**src/rtl/ysyx_22040125_ifu.sv**
```systemverilog
// Instruction fetch unit: owns the PC, issues one 8-byte-aligned imem read at a
// time, selects the 32-bit word addressed by pc[2] and hands it to decode over
// a valid/ready handshake. Execute may redirect fetch at any point; a redirect
// that races an in-flight request marks the response as stale via `kill`.
module ysyx_22040125_ifu #(
  parameter logic [63:0] RESET_PC = 64'h0000_0000_8000_0000
) (
  input  logic        clk,
  input  logic        rst,
  output logic        imem_req_valid,
  input  logic        imem_req_ready,
  output logic [63:0] imem_req_addr,
  input  logic        imem_resp_valid,
  input  logic [63:0] imem_resp_data,
  output logic        inst_valid,
  input  logic        inst_ready,
  output logic [31:0] inst,
  output logic [63:0] inst_pc,
  input  logic        redirect_valid,
  input  logic [63:0] redirect_pc,
  input  logic        halt
);

  typedef enum logic [1:0] {
    S_REQ  = 2'd0,
    S_WAIT = 2'd1,
    S_HOLD = 2'd2,
    S_HALT = 2'd3
  } state_t;

  state_t      state, state_n;
  logic [63:0] pc, pc_n;
  logic        kill, kill_n;
  logic [31:0] inst_n;
  logic [63:0] inst_pc_n;
  logic        inst_valid_n;
  logic [63:0] redirect_aligned;

  // Instructions are 4-byte aligned, so the low two bits of a redirect target are dropped.
  assign redirect_aligned = redirect_pc & ~64'h3;

  // The request is a pure function of state and PC so a redirect shows up on the bus next cycle.
  assign imem_req_valid = (state == S_REQ);
  assign imem_req_addr  = pc & ~64'h7;

  // State and datapath registers.
  always_ff @(posedge clk or posedge rst) begin
    if (rst) begin
      state      <= S_REQ;
      pc         <= RESET_PC;
      kill       <= 1'b0;
      inst       <= 32'h0;
      inst_pc    <= 64'h0;
      inst_valid <= 1'b0;
    end else begin
      state      <= state_n;
      pc         <= pc_n;
      kill       <= kill_n;
      inst       <= inst_n;
      inst_pc    <= inst_pc_n;
      inst_valid <= inst_valid_n;
    end
  end

  // Next-state and datapath updates; redirect outranks every other event except in HALT.
  always_comb begin
    state_n      = state;
    pc_n         = pc;
    kill_n       = kill;
    inst_n       = inst;
    inst_pc_n    = inst_pc;
    inst_valid_n = inst_valid;
    case (state)
      S_REQ: begin
        if (redirect_valid) begin
          pc_n = redirect_aligned;
          if (imem_req_ready) begin
            // The old address was accepted this cycle; its data must be thrown away.
            state_n = S_WAIT;
            kill_n  = 1'b1;
          end
        end else if (imem_req_ready) begin
          state_n = S_WAIT;
        end
      end
      S_WAIT: begin
        if (redirect_valid) begin
          pc_n = redirect_aligned;
          if (imem_resp_valid) begin
            kill_n  = 1'b0;
            state_n = S_REQ;
          end else begin
            kill_n = 1'b1;
          end
        end else if (imem_resp_valid) begin
          if (kill) begin
            kill_n  = 1'b0;
            state_n = S_REQ;
          end else begin
            inst_n       = pc[2] ? imem_resp_data[63:32] : imem_resp_data[31:0];
            inst_pc_n    = pc;
            inst_valid_n = 1'b1;
            pc_n         = pc + 64'd4;
            state_n      = S_HOLD;
          end
        end
      end
      S_HOLD: begin
        if (redirect_valid) begin
          pc_n         = redirect_aligned;
          inst_valid_n = 1'b0;
          state_n      = S_REQ;
        end else if (inst_ready) begin
          inst_valid_n = 1'b0;
          state_n      = halt ? S_HALT : S_REQ;
        end
      end
      S_HALT: begin
        inst_valid_n = 1'b0;
      end
      default: begin
        state_n = S_REQ;
      end
    endcase
  end

endmodule

```
**config.mk**
```make
export PLATFORM = sky130hd
export DESIGN_NAME = ysyx_22040125_ifu
export DESIGN_NICKNAME = d
export VERILOG_FILES = /design/src/rtl/ysyx_22040125_ifu.sv
export SDC_FILE = /design/constraint.sdc
export NUM_CORES = 1
export LEC_CHECK = 0
export ABC_CLOCK_PERIOD_IN_PS = 7280
export CAP_MARGIN = 20
export CORE_UTILIZATION = 45
export DETAILED_ROUTE_END_ITERATION = 16
export PLACE_DENSITY_LB_ADDON = 0.2
export SYNTH_ARGS = -nofsm -noshare
export SYNTH_HDL_FRONTEND = slang
export SYNTH_SLANG_ARGS = --single-unit
```
**constraint.sdc**
```tcl
create_clock -name clk -period 7.28 [get_ports clk]
set_clock_uncertainty 0.1 [all_clocks]
set_input_delay 1.092 -clock clk [delete_from_list [all_inputs] [get_ports clk]]
set_output_delay 1.092 -clock clk [all_outputs]
set_load 0.01 [all_outputs]
```
# Word level (Yosys, flattened, before mapping)

Index checks and enable logic that the tools add are counted.

$add $sub $neg: 1
Reductions and logical operators: 11
Multiplexer cells: 27
Bitwise logic cells: 2
Equality and inequality tests: 12

Operator list:

| operator              | number |
|---|---|
| $mux 64               | 4 |
| $pmux 64 s2           | 1 |
| $add 64x3->64 const B | 1 |
| $mux 32               | 1 |
| $mux 2                | 8 |
| $reduce_and 4->1      | 4 |
| $mux 1                | 10 |
| $ne 3x3->1 const B    | 3 |
| $ne 2x1->1 const B    | 3 |
| $ne 2x2->1 const B    | 3 |
| $pmux 2 s3            | 1 |
| $reduce_bool 3->1     | 2 |
| $reduce_and 5->1      | 1 |
| $eq 2x2->1 const B    | 2 |
| $reduce_bool 2->1     | 2 |
| $pmux 1 s3            | 1 |
| $eq 2x1->1 const B    | 1 |
| $logic_not 2->1       | 1 |
| $not 1->1             | 2 |
| $pmux 1 s2            | 1 |
| $reduce_or 2->1       | 1 |

Input bits: 135
Bits in registers: 164
Logic and storage cells: 59
Output and inout port bits: 162

# Longest topological paths before layout

Depth after elaboration: 5
Mapped depth: 10
Gate-level depth less buffers: 7

# Worst setup path before layout

Ideal clock, no wire load.

Path type: input to register
From: input redirect_valid
To: register inst[0]
Library setup time: 77 ps
Data required time: 7103 ps
Stages on the path: 6
Path buffers: 3
Path slack: 4464 ps
Arrival time: 2639 ps
Path through: clkbuf_1 > nor3_1 > clkbuf_1 > clkbuf_1 > nor2_1 > a21oi_1

Cells in the longest elaborated chain, start to end: 2

Ends and longest elaborated chain:

| what                              | RTL line | RTL |
|---|---|---|
| start, declared                   | 19       | `input logic redirect_valid,` |
| $not 1->1 (no source line)        | -        |  |
| $reduce_and 4->1 (no source line) | -        |  |
| end signal, assigned              | 59       | `inst <= inst_n;` |
| end, declared                     | 17       | `output logic [31:0] inst,` |

Every way passes these cells.
A chain may end at the register's enable or synchronous reset.

# Worst setup path after layout

From: input redirect_valid
To: register pc[47]

Cells in the longest elaborated chain, start to end: 2
Elaborated cells between the ends (all ways): 6
Classes of those cells: 3 x eq/ne; 2 x mux; 1 x reduce/logical

Ends and longest elaborated chain:

| what                                                                    | RTL line | RTL |
|---|---|---|
| $ne 3x3->1 (no source line), or another cell as far along               | -        |  |
| $reduce_and 4->1 (no source line) / $pmux 64 s2 (equally long branches) | -        |  |
| end signal, assigned                                                    | 57       | `pc <= pc_n;` |
| end, declared                                                           | 32       | `logic [63:0] pc, pc_n;` |

Several ways; a longest one is shown, not always the timed one.

==> impl_results.md <==
* Setup Viol. Count Final at 0
* Total GRT Usage at 0.247
* Row Count at 51
* TNS Setup at 0 ns
* CP peak stage delay at 0.78 ns
* Die H at roughly 140 microns
* Final Slew Violations at 0
* Post-DR wirelength/cell at 18.0 microns
* Fill count at 1647
* Total gr overflow at 0
* Post-CTS Setup Inserts at 0
* Clk slew on worst S/H paths at about 0.060 ns
* Flops & latches, synth at 160
* Cts repair resizes at 0
* Post-synth top area share at 0.446
* EDFF count, synth at 0
* Die area at 0.0204 sq mm
* Crit start category: input pin
* CP Data Required Time at 7.48 ns
* Hold Crit Class: reg2reg
* Starting DRC count in detailed routing at 598
* Initial antenna violation count at 1
* CTS Buf Count at 17
* Highest clock rate at 263 MHz
* Global-route wire length before repair at 39.2 mm
* Skew-Pair Late Insertion Delay at 0.43 ns
* Clk buf depth at 2
* Vias after detailed routing at between 8000 and 9000
* Non-filler cells in the finished layout at ~1400
* Max-cap violations at 0
* Die Width at 143 microns
* Via density at 5.69
* Hold buffers post-CTS at 0
* Largest net degree at the start of global routing at 98
* Post-DP HPWL at ~18 mm
* Synth Cell Area at around 0.009 sq mm
* Synth warnings at 0
* Crit path time final at 3.81 ns
* Relative slew slack at 0.297
* CP Class: in2reg
* Critical-path top delay cell: clkdlybuf4s50_1
* Sequential area share after synthesis at 0.449
* Critical path peak fanout at 35
* CP arrival at 4.00 ns
* Crit path max-delay family: buffers and inverters
* Final nets at 1269
* DRC at 0
* Reg2Reg Depth at 7
* Synth top area cells: dfrtp_1 45%, mux2_2 8.0%, buf_4 5.6%
* Placed Area at 0.0115 sq mm
* # H-tree levels at 4
* VDD IR-drop max at 0.000225 V
* Antenna viol nets, final at 0
* I/O Pins at 297
* Crit path buf inv count at 2
* Dominant cell type by area after synthesis: dfrtp_1
* Library cells used by synthesis at 62
* DR pass1 iterations at 5
* Ys flop type: dfrtp_1
* Power Total at 5520 uW
* P&R area growth vs syn at 36.5%
* Avg Cell Area, Syn at ~9.5 sq um
* I/O Buffers at 289
* R2R setup slack at 4.23 ns
* Crit path cell chain: clkdlybuf4s50_1 -> nand2b_1 -> o221a_2 -> buf_4 -> nand2_1 -> nor3_1 -> a311oi_1
* RSZ-0062 raised after global routing: no
* Starting density of the core at 0.459
* Asr flop ratio synth at 1.00
* Vias in the first global route at 7331
* Placed cell count at roughly 1400
* Share of cells above drive strength 1 at 0.108
* CTS tree: done
* Period utilization at 0.523
* Crit path depth at 7
* Worst-margin pin slew at 1.04 ns
* WHS Path Cells at 1
* Worst setup EP type: flip-flop
* Clk sinks at 160
* Pleak at 0.00477 uW
* Root Buffer: clkbuf_16
* Post-route design area at about 0.012 sq mm
* Mapped Cells at 937
* Status: completed
* Final hold violations at 0
* WL final at between 20 and 30 mm
* Global placer's final weighted congestion at 0.864
* Core ar. at between 0.015 and 0.02 sq mm
* Power Density at approximately 450 mW/mm^2
-- state kept, by name (all words and copies together) (netlist names) --
signal and cells:
inst_pc 62, pc 62, inst 32, kill 1, state 2, inst_valid 1
-- cell families (layout without fill, tap and decap cells) --
logic type,Yosys count,count (layout),share of synthesized area
multiplexers,100,100,0.121
other,1,6,0.000420
flip-flops,160,160,0.449
AND/OR/NAND/NOR,335,335,0.196
buffers and inverters,139,340,0.0876
AO/OA/AOI/OAI,197,197,0.139
adder cells (fa/ha/maj),5,5,0.00701
-- metal layers --
layer	global-route usage	part of all wire	vias to the layer above	wire length [microns]
met2	0.389	0.48	318	12000
met3	0.0617	0.072	35	1810
met4	0.0872	0.021	0	539
met5	0	0	-	0
met1	0.329	0.43	3881	10900
li1	-	-	3774	-
-- per-stage QoR --
stage | setup WS (ns) | utilization | hold slack, ns
floorplan | 1.77 | - | 0.413
global placement | 3.11 | 0.592 | 0.388
detailed placement | 3.08 | 0.592 | 0.395
CTS | 3.53 | 0.626 | 0.409
global route | 3.25 | 0.626 | 0.418
finish | 3.47 | 0.626 | 0.405
-- cells in the mapped netlist, drive strengths merged (4+ instances only) --
cell type,instances
dfrtp,159
buf,78
a21oi,77
nor2,76
mux2,63
nand2,63
clkbuf,51
nand3,48
mux2i,37
o21ai,34
nand4,28
nor3,26
nor4,24
or3,22
and3,18
o22ai,12
inv,10
a2bb2oi,9
o211ai,9
and2,8
and4,8
a211oi,7
a22oi,7
a31oi,7
ha,5
or4,5
a221oi,4
-- layout by cell type, fill, tap and decap left out, types with 4 or more instances in the layout --
cell type,netlist,routed
a211oi_1,7,7
a21oi_1,76,76
a221oi_1,4,4
a22oi_1,7,7
a2bb2oi_1,9,9
a31oi_1,7,7
and2_1,8,8
and3_1,18,18
and4_1,8,8
buf_4,66,9
bufinv_16,0,5
clkbuf_16,0,17
clkdlybuf4s50_1,0,289
clkinv_4,0,4
conb_1,1,5
dfrtp_1,159,158
ha_1,5,5
inv_1,10,9
mux2_2,63,63
mux2i_1,37,37
nand2_1,63,63
nand3_1,48,48
nand4_1,27,27
nor2_1,76,76
nor3_1,25,23
nor4_1,21,20
o211ai_1,9,9
o21ai_0,34,34
o22ai_1,12,12
or3_1,21,20
-- final cells by class --
class | count | area [sq um] | share of cell area
Clock inverter | 13 | 209 | 0.0172
Inverter | 10 | 42.5 | 0.00349
Timing Repair Buffer | 298 | 2960 | 0.243
Tap cell | 265 | 332 | 0.0272
Multi-Input combinational cell | 642 | 4190 | 0.344
Clock buffer | 19 | 443 | 0.0364
Antenna cell | 1 | 2.50 | 0.000205
Sequential cell | 160 | 4010 | 0.329
-- worst paths after layout --
path	start	end
setup / recovery	redirect_valid	pc[47]$_DFFE_PP0P_
hold / removal	inst_pc[35]$_DFFE_PP0P_	inst_pc[35]$_DFFE_PP0P_
setup reg to reg	state[0]$_DFFE_PP0P_	pc[39]$_DFFE_PP0P_
hold reg to reg	inst_pc[35]$_DFFE_PP0P_	inst_pc[35]$_DFFE_PP0P_
max in group asynchronous	rst	pc[2]$_DFFE_PP0P_
min in group asynchronous	rst	inst_pc[16]$_DFFE_PP0P_
-- power by group --
part           internal [uW]  switching [uW]
clock network            620             377
registers               1340             504
logic                   1410            1260
total                   3380            2140
Power figures use the tool's default switching activity.
